**src/rtl/tim_pkg.sv**
```systemverilog
// rtl/tim_pkg.sv - shared mode encoding for the multi-channel interval timer
package tim_pkg;

  typedef enum logic [1:0] {
    TIM_ONESHOT  = 2'b00,
    TIM_RETRIG   = 2'b01,
    TIM_PERIODIC = 2'b10,
    TIM_RESERVED = 2'b11
  } tim_mode_e;

endpackage

```
**src/rtl/tim_multi_if.sv**
```systemverilog
// rtl/tim_multi_if.sv - trigger/control/status bundle for tim_multi
interface tim_multi_if #(
  parameter int N  = 4,
  parameter int CH = 4
);

  logic [CH-1:0]   trig;
  logic [CH-1:0]   edge_sel;
  logic [2*CH-1:0] mode;
  logic [N*CH-1:0] load;
  logic [CH-1:0]   abort;
  logic [CH-1:0]   pulse;
  logic [CH-1:0]   busy;
  logic [CH-1:0]   missed;
  logic            irq;

  modport master (
    output trig, edge_sel, mode, load, abort,
    input  pulse, busy, missed, irq
  );

  modport slave (
    input  trig, edge_sel, mode, load, abort,
    output pulse, busy, missed, irq
  );

endinterface

```
**src/rtl/tim_ch.sv**
```systemverilog
// rtl/tim_ch.sv - one timer channel: edge detect, counter, snapshots and flags
module tim_ch
  import tim_pkg::*;
#(
  parameter int N = 4
) (
  input  logic         clk,
  input  logic         rst,
  input  logic         trig,
  input  logic         edge_sel,
  input  logic [1:0]   mode,
  input  logic [N-1:0] load,
  input  logic         abort,
  output logic         pulse,
  output logic         busy,
  output logic         missed
);

  localparam logic [N-1:0] ONE = {{(N-1){1'b0}}, 1'b1};

  logic          trig_r;
  logic [N-1:0]  cnt;
  logic [N-1:0]  period_q;
  tim_mode_e     mode_q;

  logic evt;
  logic load_ok;
  logic expire;

  // Trigger event, valid load and terminal count are all decoded from current state.
  always_comb begin
    evt     = edge_sel ? (trig & ~trig_r) : (~trig & trig_r);
    load_ok = (load != '0);
    expire  = (cnt == (period_q - ONE));
  end

  // Channel state: abort dominates, then idle start, then per-mode counting.
  always_ff @(posedge clk or negedge rst) begin
    if (!rst) begin
      trig_r   <= 1'b0;
      cnt      <= '0;
      period_q <= '0;
      mode_q   <= TIM_ONESHOT;
      pulse    <= 1'b0;
      busy     <= 1'b0;
      missed   <= 1'b0;
    end else begin
      trig_r <= trig;
      if (abort) begin
        busy   <= 1'b0;
        cnt    <= '0;
        missed <= 1'b0;
        pulse  <= 1'b0;
      end else if (!busy) begin
        pulse <= 1'b0;
        if (evt && load_ok) begin
          busy     <= 1'b1;
          cnt      <= '0;
          period_q <= load;
          mode_q   <= tim_mode_e'(mode);
        end
      end else begin
        case (mode_q)
          TIM_RETRIG: begin
            // A restart beats a coincident expiry, so no pulse in that cycle.
            if (evt && load_ok) begin
              cnt      <= '0;
              period_q <= load;
              pulse    <= 1'b0;
            end else if (expire) begin
              pulse <= 1'b1;
              busy  <= 1'b0;
              cnt   <= '0;
            end else begin
              pulse <= 1'b0;
              cnt   <= cnt + ONE;
            end
          end
          TIM_PERIODIC: begin
            if (evt) missed <= 1'b1;
            if (expire) begin
              pulse <= 1'b1;
              cnt   <= '0;
            end else begin
              pulse <= 1'b0;
              cnt   <= cnt + ONE;
            end
          end
          default: begin
            // One-shot (and the reserved code): expiry wins over a coincident event.
            if (evt) missed <= 1'b1;
            if (expire) begin
              pulse <= 1'b1;
              busy  <= 1'b0;
              cnt   <= '0;
            end else begin
              pulse <= 1'b0;
              cnt   <= cnt + ONE;
            end
          end
        endcase
      end
    end
  end

endmodule

```
**src/rtl/tim_multi.sv**
```systemverilog
// rtl/tim_multi.sv - CH independent interval timer channels with aggregated irq
module tim_multi
  import tim_pkg::*;
#(
  parameter int N  = 4,
  parameter int CH = 4
) (
  input logic         clk,
  input logic         rst,
  tim_multi_if.slave  bus
);

  logic [CH-1:0] pulse_v;
  logic [CH-1:0] busy_v;
  logic [CH-1:0] missed_v;

  for (genvar c = 0; c < CH; c++) begin : g_ch
    tim_ch #(.N(N)) u_ch (
      .clk      (clk),
      .rst      (rst),
      .trig     (bus.trig[c]),
      .edge_sel (bus.edge_sel[c]),
      .mode     (bus.mode[2*c +: 2]),
      .load     (bus.load[N*c +: N]),
      .abort    (bus.abort[c]),
      .pulse    (pulse_v[c]),
      .busy     (busy_v[c]),
      .missed   (missed_v[c])
    );
  end

  // irq is a plain OR of the registered pulses, adding no latency.
  always_comb begin
    bus.pulse  = pulse_v;
    bus.busy   = busy_v;
    bus.missed = missed_v;
    bus.irq    = |pulse_v;
  end

endmodule
```
**src/flat_wrapper.sv**
```systemverilog
// flat-port wrapper written by rule: the top's interface ports become plain ports
module tim_multi_flat import tim_pkg::*;
#(
  parameter int N  = 4,
  parameter int CH = 4
)
  (clk, rst, bus_trig, bus_edge_sel, bus_mode, bus_load, bus_abort, bus_pulse, bus_busy, bus_missed, bus_irq);
  tim_multi_if #(.N(N), .CH(CH)) bus_i ();
  input logic clk;
  input logic rst;
  input wire logic [$bits(bus_i.trig)-1:0] bus_trig;
  input wire logic [$bits(bus_i.edge_sel)-1:0] bus_edge_sel;
  input wire logic [$bits(bus_i.mode)-1:0] bus_mode;
  input wire logic [$bits(bus_i.load)-1:0] bus_load;
  input wire logic [$bits(bus_i.abort)-1:0] bus_abort;
  output wire logic [$bits(bus_i.pulse)-1:0] bus_pulse;
  output wire logic [$bits(bus_i.busy)-1:0] bus_busy;
  output wire logic [$bits(bus_i.missed)-1:0] bus_missed;
  output wire logic [$bits(bus_i.irq)-1:0] bus_irq;
  assign bus_i.trig = bus_trig;
  assign bus_i.edge_sel = bus_edge_sel;
  assign bus_i.mode = bus_mode;
  assign bus_i.load = bus_load;
  assign bus_i.abort = bus_abort;
  assign bus_pulse = bus_i.pulse;
  assign bus_busy = bus_i.busy;
  assign bus_missed = bus_i.missed;
  assign bus_irq = bus_i.irq;
  tim_multi #(.N(N), .CH(CH)) u_core (.clk(clk), .rst(rst), .bus(bus_i));
endmodule
```
**config.mk**
```make
export PLATFORM = sky130hd
export DESIGN_NAME = tim_multi_flat
export DESIGN_NICKNAME = d
export VERILOG_FILES = /design/src/rtl/tim_pkg.sv /design/src/rtl/tim_multi_if.sv /design/src/rtl/tim_ch.sv /design/src/rtl/tim_multi.sv /design/src/flat_wrapper.sv
export SDC_FILE = /design/constraint.sdc
export NUM_CORES = 1
export LEC_CHECK = 0
export ABC_AREA = 1
export BUFFER_PORTS_ARGS = -buffer_cell sky130_fd_sc_hd__buf_2
export CORE_MARGIN = 3
export CORE_UTILIZATION = 50
export CTS_CLUSTER_DIAMETER = 150
export DETAILED_ROUTE_END_ITERATION = 16
export PLACE_DENSITY_LB_ADDON = 0.3
export SLEW_MARGIN = 20
export SYNTH_ARGS = -nofsm -noshare
export SYNTH_HDL_FRONTEND = slang
export SYNTH_SLANG_ARGS = --single-unit
```
**constraint.sdc**
```tcl
create_clock -name clk -period 1.9 [get_ports clk]
set_input_delay 0.38 -clock clk [delete_from_list [all_inputs] [get_ports clk]]
set_output_delay 0.38 -clock clk [all_outputs]
set_load 0.01 [all_outputs]
```
=== Word level (Yosys, flattened, before mapping) ===
Index checks and enable logic that the tools add are counted.

* RAM bits: 0
* Output and inout bits: 13
* Latch bits: 0
* Memories kept: 0
* Logic and storage cells: 213
* ROM bits: 0
* Input port bits: 38
* Flip-flop bits (word level): 56

* Div/mod/pow operators: 0
* $lt $le $gt $ge: 0
* Shift operators: 0
* $mul: 0
* Reduce and logical (&&, ||, !) cells: 33
* Add/sub/neg operators: 8
* Equality and inequality tests: 20
* Bitwise gates (word level): 24
* Muxes and demuxes: 100

{| class="wikitable"
|+ Operators by type and width
! kind !! count
|-
| $mux W4 || 36
|-
| $mux W1 || 60
|-
| $reduce_and A3 Y1 || 8
|-
| $add A4 B1 Y4 const B || 4
|-
| $eq A4 B4 Y1 || 4
|-
| $not A1 Y1 || 16
|-
| $reduce_bool A2 Y1 || 8
|-
| $reduce_bool A4 Y1 || 4
|-
| $sub A4 B1 Y4 const B || 4
|-
| $reduce_bool A3 Y1 || 4
|-
| $and A1 B1 Y1 || 8
|-
| $eq A2 B1 Y1 const B || 4
|-
| $eq A2 B2 Y1 const B || 4
|-
| $ne A2 B1 Y1 const B || 4
|-
| $ne A2 B2 Y1 const B || 4
|-
| $pmux W1 S2 || 4
|-
| $reduce_and A2 Y1 || 4
|-
| $logic_and A1 B1 Y1 || 4
|-
| $reduce_or A4 Y1 || 1
|}

=== Longest topological paths before layout ===
Gate-level depths: netlist (run 1).

* Word-level depth: 8
* Gate-level depth with buffers: 13
* Depth with buffers taken out: 13

=== By module ===
A second synthesis (run 1) with hierarchy kept.

* Cells, all modules: 435
* Area total of the unflattened synthesis: 3,309.4 um^2

{| class="wikitable"
|+ Modules (own cells, without submodules)
! module !! instances !! cells an instance !! sequential area each (um^2) !! area each (um^2)
|-
| tim_ch || 4 || 108 || 350.3 || 824.5
|-
| tim_multi || 1 || 3 || 0.0 || 11.3
|}

=== Worst setup path before layout (run 1) ===
Ideal clock, no wire load.

* Path type: register to register
* Start: register u_core.g_ch[1].u_ch.period_q[0]
* End: register u_core.g_ch[1].u_ch.busy
* Setup slack: 495 ps
* Path buffers: 0
* Setup time: 121 ps
* Cell stages (with the launch flop): 11
* Required time: 1,779 ps
* Clock period less this slack: 1,405 ps
* Data arrival time: 1,284 ps
* Path through: dfrtp_1 > inv_1 > ha_1 > xor2_1 > nand2_1 > nor2_4 > nand2_2 > nand2_2 > nand2_1 > nand2_1 > nand2_1

* Word-level cells in the longest chain between the ends: 7

{| class="wikitable"
|+ Ends and longest elaborated chain
! what !! line !! RTL
|-
| from (decl) || tim_ch.sv:23 || <nowiki>logic [N-1:0] period_q;</nowiki>
|-
| from (signal assigned) || tim_ch.sv:59 || <nowiki>period_q <= load;</nowiki>
|-
| from (signal assigned) || tim_ch.sv:68 || <nowiki>period_q <= load;</nowiki>
|-
| $sub A4 B1 Y4 (*) || tim_ch.sv:34 || <nowiki>expire = (cnt == (period_q - ONE));</nowiki>
|-
| $eq A4 B4 Y1 (*) || tim_ch.sv:34 ||
|-
| $mux W1 (*) || tim_ch.sv:70, tim_ch.sv:92 ||
|-
| $mux W1 || tim_ch.sv:66 || <nowiki>if (evt && load_ok) begin</nowiki>
|-
| $pmux W1 S2 (*) || tim_ch.sv:63 || <nowiki>case (mode_q)</nowiki>
|-
| $mux W1 (*) || tim_ch.sv:54 || <nowiki>end else if (!busy) begin</nowiki>
|-
| $mux W1 (*) || tim_ch.sv:49 || <nowiki>if (abort) begin</nowiki>
|-
| to (signal assigned) || tim_ch.sv:50 || <nowiki>busy <= 1'b0;</nowiki>
|-
| to (signal assigned) || tim_ch.sv:57 || <nowiki>busy <= 1'b1;</nowiki>
|-
| to (signal assigned) || tim_ch.sv:72 || <nowiki>busy <= 1'b0;</nowiki>
|-
| to (decl) || tim_ch.sv:15 || <nowiki>output logic busy,</nowiki>
|}

Mark *: on every way between the ends. The rest lies on a longest branch, timed or not.
A chain may end at the register's enable or synchronous reset.

=== Final worst setup path (run 1) ===
* Start: register u_core.g_ch[2].u_ch.pulse
* End: output bus_irq

* Word-level cells in the longest chain between the ends: 1

{| class="wikitable"
|+ Ends and longest elaborated chain
! what !! line !! RTL
|-
| from (decl) || tim_ch.sv:14 || <nowiki>output logic pulse,</nowiki>
|-
| from (signal assigned) || tim_ch.sv:44 || <nowiki>pulse <= 1'b0;</nowiki>
|-
| from (signal assigned) || tim_ch.sv:53 || <nowiki>pulse <= 1'b0;</nowiki>
|-
| from (signal assigned) || tim_ch.sv:55 || <nowiki>pulse <= 1'b0;</nowiki>
|-
| $reduce_or A4 Y1 || tim_multi.sv:37 || <nowiki>bus.irq = |pulse_v;</nowiki>
|-
| to (decl) || flat_wrapper.sv:19 || <nowiki>output wire logic [$bits(bus_i.irq)-1:0] bus_irq;</nowiki>
|}

No other way between the ends.

==> results of run 1 <==
logic make-up (layout without fill, tap and decap cells):
kind of cell	count (synthesis)	in the layout	share of synthesized area [%]
adder cells (fa/ha/maj)	16	16	5.99
AO/OA/AOI/OAI	38	38	6.63
flip-flops	56	56	41.9
buffers and inverters	89	135	11.3
XOR/XNOR	20	20	5.24
AND/OR/NAND/NOR	220	220	28.8
worst max-delay path, delay by kind of cell (launching register included):
kind          cells  cell delay [ps]
simple gates      1              520
flops             1              380
buf+inv           1              160
report_power, final:
group / leakage [nW] / switching (mW) / internal (mW) / total (mW)
registers: 0.719 / 0.133 / 1.35 / 1.48
logic: 1.39 / 0.584 / 0.428 / 1.01
clock network: 0.0410 / 0.367 / 0.252 / 0.619
routing by layer:
layer / track usage (%) / up-vias / wire [um]
met5: 0 / - / 0
met4: 5.02 / 0 / 93
met3: 3.86 / 7 / 199
met2: 28.5 / 29 / 2760
met1: 20.8 / 1206 / 2720
li1: - / 1426 / -
cells in the mapped netlist, types with 2 or more instances:
cell type	number
a21oi_1	12
and2_4	4
nor3_2	4
nand3_1	27
inv_1	75
nand2_1	125
nor2_1	39
nand4_1	4
or2_2	3
dfrtp_1	56
o21ai_2	8
inv_2	2
xnor2_1	8
buf_4	12
ha_1	16
xor2_1	12
nand2_2	12
o21ai_0	16
layout make-up:
| type | instances | share of cell area [%] |
|---|---|---|
| clock buffers | 6 | 1.96 |
| repair buffers | 51 | 7.31 |
| flip-flops and latches | 56 | 37.9 |
| well taps | 77 | 2.61 |
| multi-input cells | 294 | 42.2 |
| clock inverters | 1 | 0.135 |
| inverters | 77 | 7.82 |
stage by stage:
| stage | power, mW | hold slack, ps |
|---|---|---|
| 6_report | 3.12 | 49.4 |
| 5_1_grt | 3.41 | 76.1 |
| 4_1_cts | 3.17 | 64.3 |
| 3_5_place_dp | 2.54 | 406 |
| 3_3_place_gp | 2.48 | 407 |
| 2_1_floorplan | 2.30 | 84.4 |
state kept, by name (all words and copies together) (netlist names):
signal / flops
u_core.g_ch.u_ch.period_q: 16
u_core.g_ch.u_ch.pulse: 4
u_core.g_ch.u_ch.mode_q: 8
u_core.g_ch.u_ch.missed: 4
u_core.g_ch.u_ch.cnt: 16
u_core.g_ch.u_ch.busy: 4
u_core.g_ch.u_ch.trig_r: 4
path summary, 6_finish.rpt:
path,startpoint,end,slack [ps],depth (start not counted)
worst min-delay path,rst,u_core.g_ch[2].u_ch.period_q[1]$_DFFE_PN0P_,50,2
worst max register to register,u_core.g_ch[2].u_ch.period_q[0]$_DFFE_PN0P_,u_core.g_ch[2].u_ch.busy$_DFF_PN0_,390,12
worst max-delay path,u_core.g_ch[2].u_ch.pulse$_DFF_PN0_,bus_irq,170,2
max in group asynchronous,rst,u_core.g_ch[3].u_ch.trig_r$_DFF_PN0_,1580,2
worst min register to register,u_core.g_ch[0].u_ch.period_q[1]$_DFFE_PN0P_,u_core.g_ch[0].u_ch.period_q[1]$_DFFE_PN0P_,490,2
min in group clk,bus_trig[2],u_core.g_ch[2].u_ch.trig_r$_DFF_PN0_,200,1
cell usage in the layout, fill, tap and decap left out:
cell      instances
xnor2_1           8
nand2_1         125
clkbuf_1          1
nor2_4            1
ha_1             16
clkinv_2          1
nand3_1          27
nand4_1           4
xor2_1           12
or4_1             1
dfrtp_1          56
o21ai_2           8
nor2_1           39
inv_2             2
o21ai_0          16
o21ai_1           1
buf_2            50
and2_4            4
a21oi_1          12
clkbuf_8          5
inv_1            75
nor3_2            4
or2_2             3
buf_12            1
nand2_2          12
a31oi_1           1
==> results.md, run 1 <==
- Outcome: completed
- # rows: 29
- Vias in the first global route: 2,549
- # resized after CTS: 0
- Vias per Instance: 4.75
- Least-Margin Pin Slew: 308 ps
- Fin. Hold Viols: 0
- Ys Warns: 0
- Clock root buffer: clkbuf_8
- Fin nets: 539
- Sequential share of the synthesized area: 41.9%
- CTS tree: done
- Top cell type by total area after synthesis: dfrtp_1
- Slew Viols, Final: 0
- Worst-path clk slew: 100 ps
- Distinct cells, synth: 22
- Clock latency on the worst-skew pair: 300 ps
- Crit-path slowest cell: or4_1
- DP Area: 3620 um2
- Die H: 87.7 um
- I/O pin count: 51
- Via count: 2,668
- Minimum clock period: 1730 ps
- Multi-input gate area: 1560 um2
- First-pass GRT wire length: 10.4 mm
- I/O Buffers: 50
- CP Data Arrival Time: 1350 ps
- # DRC: 0
- Num CTS Buffers: 5
- Area fraction of the dominant cell type after synthesis: 41.9%
- Mapped Avg Cell Area: 7.61 um2
- Die area: 7700 um2
- Setup Total Neg Slack: 0 ps
- Drt wl/cell: 10.3 um
- Setup bufs post-CTS: 0
- Hold/Removal Path Class: in2async
- CP required: 1520 ps
- Fin crit share: 91.1%
- Crit path cell chain: or4_1 -> buf_2
- GPL Wtd Cong: 0.833
- RSZ-0062 raised after global routing: no
- Post-synth ARST share: 100%
- Die width: 87.7 um
- Post-synth EDFFs: 0
- Fill count: 634
- Post-layout util: 57.5%
- Mapped Cells: 439
- Grt total ovfl: 0
- Main synth FF type: dfrtp_1
- TritonRoute pass-1 iters: 5
- Dpl hpwl: 4.55 mm
- CTS Hold Bufs: 0
- P&R area growth vs syn: 10.6%
- Setup-failing EPs final: 0
- Iteration-0 DRC Markers: 86
- Final antenna-violating net count: 0
- WL final: 5.77 mm
- Top post-synthesis cells by area: dfrtp_1 42%, nand2_1 14%, inv_1 8.4%
- Initial antenna violation count: 0
- Tot GR Track Use: 16.6%
- Clock sink total: 56
- Pwr dens: 843 nW/um2
- CP max stage delay: 520 ps
- Fraction of layout cells with a size suffix above 1: 18.8%
- Worst-path fanout max: 2
- Clock Path Buffers: 2
- Register area: 1400 um2
- CP Capture Type: output pin
- Crit start category: register
- Layout Skew: 7.10 ps
- Htree depth: 2
- Max_cap viols: 0
- FMAX: 0.578 GHz
- Setup slack after layout: 170 ps
- Crit Path Category: reg2out
- Starting density of the core: 52.0%
- Dpl cells: 555
- Yosys reg bits: 56
- Antenna Cells: 0
- Max-slew headroom: 79.4%
- Peak VDD IR: 380 uV
- Pleak: 2.15 nW
- Post-Syn Nets: 493
- Final non-filler cell total: 562
- Core area: 6420 um2
- Largest net degree at the start of global routing: 57
- Setup slack at placement: 388 ps
- Mapped cell area: 3340 um2
- Post-route cell area: 3690 um2
Power figures use the tool's default switching activity.
==> inputs of run 2 (changes only) <==
Settings changed: CTS_BUF_LIST set to sky130_fd_sc_hd__clkbuf_8.
Clock period 1.9 ns to 2.17 ns, I/O delays scaled along.
==> results.md, run 2 (synthesis results as in run 1) <==
- Pwr dens: 744 nW/um2
- Setup-failing EPs final: 0
- Layout Skew: 7.16 ps
- Fin nets: 539
- WL final: 5.78 mm
- GPL Wtd Cong: 0.805
- CTS tree: done
- Net switching power figure: 0.950 mW
- Multi-input gate area: 1560 um2
- P&R area growth vs syn: 11.0%
- RSZ-0062 raised after global routing: no
- Die area: 7700 um2
- Clock power frac: 20.9%
- Die H: 87.7 um
- Crit start category: register
- CP Data Arrival Time: 1330 ps
- Commonest non-fill, non-tap cell in the layout: nand2_1
- Peak VDD IR: 383 uV
- Core area: 6420 um2
- Drt wl/cell: 10.3 um
- Met3 wire len: 222 um
- Least-Margin Pin Slew: 349 ps
- Vias in the first global route: 2,431
- Clock sink total: 56
- Post-Route M1 WL: 2.70 mm
- Pwr Total: 2.76 mW
- Worst-path fanout max: 2
- # DRC: 0
- Slew Viols, Final: 0
- I/O Buffers: 50
- Minimum clock period: 1770 ps
- First-pass GRT wire length: 10.2 mm
- Setup Total Neg Slack: 0 ps
- Clock Path Buffers: 2
- FMAX: 0.565 GHz
- Grt total ovfl: 0
- Fill count: 614
- TritonRoute pass-1 iters: 4
- Largest net degree at the start of global routing: 44
- Sequential share of power: 47.2%
- Cell internal pwr: 1.81 mW
- Met2 WL: 2.79 mm
- Worst Path Buf+Inv: 1
- CP Capture Type: output pin
- CTS Hold Bufs: 0
- Crit-path slowest cell: or4_1
- Crit path cell chain: or4_1 -> buf_2
- Htree depth: 2
- Clock root buffer: clkbuf_8
- Via count: 2,698
- Register area: 1400 um2
- # resized after CTS: 0
- Final hold slack: 16.0 ps
- Num CTS Buffers: 5
- DR top layer: met4
- Switching power share of the total: 34.5%
- I/O pin count: 51
- Vias per Instance: 4.79
- Antenna Cells: 0
- Iteration-0 DRC Markers: 78
- Dpl hpwl: 4.66 mm
- Outcome: completed
- # rows: 29
- Clock latency on the worst-skew pair: 310 ps
- Pleak: 2.17 nW
- CP max stage delay: 500 ps
- Largest regs: u_core.g_ch.u_ch.cnt: 16 flops, u_core.g_ch.u_ch.period_q: 16 flops, u_core.g_ch.u_ch.mode_q: 8 flops
- Worst-path clk slew: 100 ps
- Setup bufs post-CTS: 0
- Fin crit share: 81.5%
- Crit Path Category: reg2out
- Tot GR Track Use: 16.5%
- CP required: 1740 ps
- Comb pwr share: 31.9%
- Hold/Removal Path Class: in2async
- Starting density of the core: 52.0%
- Fraction of layout cells with a size suffix above 1: 18.7%
- Fin. Hold Viols: 0
- Initial antenna violation count: 0
- Max_cap viols: 0
- Commonest cells after routing, fill and taps aside: 125 x nand2_1, 77 x inv_1, 56 x dfrtp_1
- Largest delay contributor family on the critical path: simple AND/OR/NAND/NOR gates
- Max-slew headroom: 76.7%
- Die width: 87.7 um
- Final antenna-violating net count: 0
## run 2: cell count changes in the layout (fill, tap and decap cells not counted)
cell	delta
clkinv_2	-1
inv_1	+2
clkbuf_1	-1
clkbuf_8	+1
## run 2: worst reg2reg max path, cell delays in order (launching register included)
cell and delay (ps):
dfrtp_1 390, inv_1 70, ha_1 300, nand2_1 70, inv_1 40, nor2_1 80
nand2_1 60, nor2_1 120, nand2_2 90, nand2_1 60, nand2_1 50, nand2_1 50
nand2_1 40
## run 2: metal layers
metal / vias to the layer above / track usage [%]
met2: 35 / 28.2
li1: 1422 / -
met1: 1236 / 21.2
met5: - / 0
met3: 5 / 3.76
met4: 0 / 4.60
## run 2: stage by stage
stage	util [%]	worst slack [ps]	std cells	instance area, um2
after floorplan	-	765	439	3340
after global placement	56.3	709	555	3620
after detailed placement	56.3	637	555	3620
after CTS	57.7	386	563	3710
after global routing	57.7	330	563	3710
final	57.7	401	563	3710
## run 2: power groups by stage
| stage | registers (mW) | clock network, mW | logic, mW |
|---|---|---|---|
| 4_1_cts | 1.30 | 0.598 | 0.895 |
| 6_report | 1.30 | 0.577 | 0.880 |
| 3_3_place_gp | 1.31 | 0 | 0.860 |
| 5_1_grt | 1.33 | 0.639 | 1.05 |
| 3_5_place_dp | 1.32 | 0 | 0.891 |
| 2_1_floorplan | 1.29 | 0 | 0.716 |
## run 2: cell type report
type,count,share of cell area [%]
multi-input combinational,294,42.1
tap,77,2.60
clock inverter,2,0.202
clock buffer,6,2.23
inverter,77,7.80
timing repair buffer,51,7.29
sequential,56,37.8
## run 2: worst paths after layout
kind / start / endpoint / slack [ps] / cells past startpoint
min in group clk: bus_trig[2] / u_core.g_ch[2].u_ch.trig_r$_DFF_PN0_ / 250 / 1
worst max register to register: u_core.g_ch[2].u_ch.period_q[0]$_DFFE_PN0P_ / u_core.g_ch[2].u_ch.busy$_DFF_PN0_ / 630 / 12
worst max-delay path: u_core.g_ch[2].u_ch.pulse$_DFF_PN0_ / bus_irq / 400 / 2
worst min-delay path: rst / u_core.g_ch[2].u_ch.trig_r$_DFF_PN0_ / 20 / 1
worst min register to register: u_core.g_ch[0].u_ch.missed$_DFFE_PN0P_ / u_core.g_ch[0].u_ch.missed$_DFFE_PN0P_ / 500 / 2
max in group asynchronous: rst / u_core.g_ch[0].u_ch.mode_q[1]$_DFFE_PN0P_ / 1620 / 2
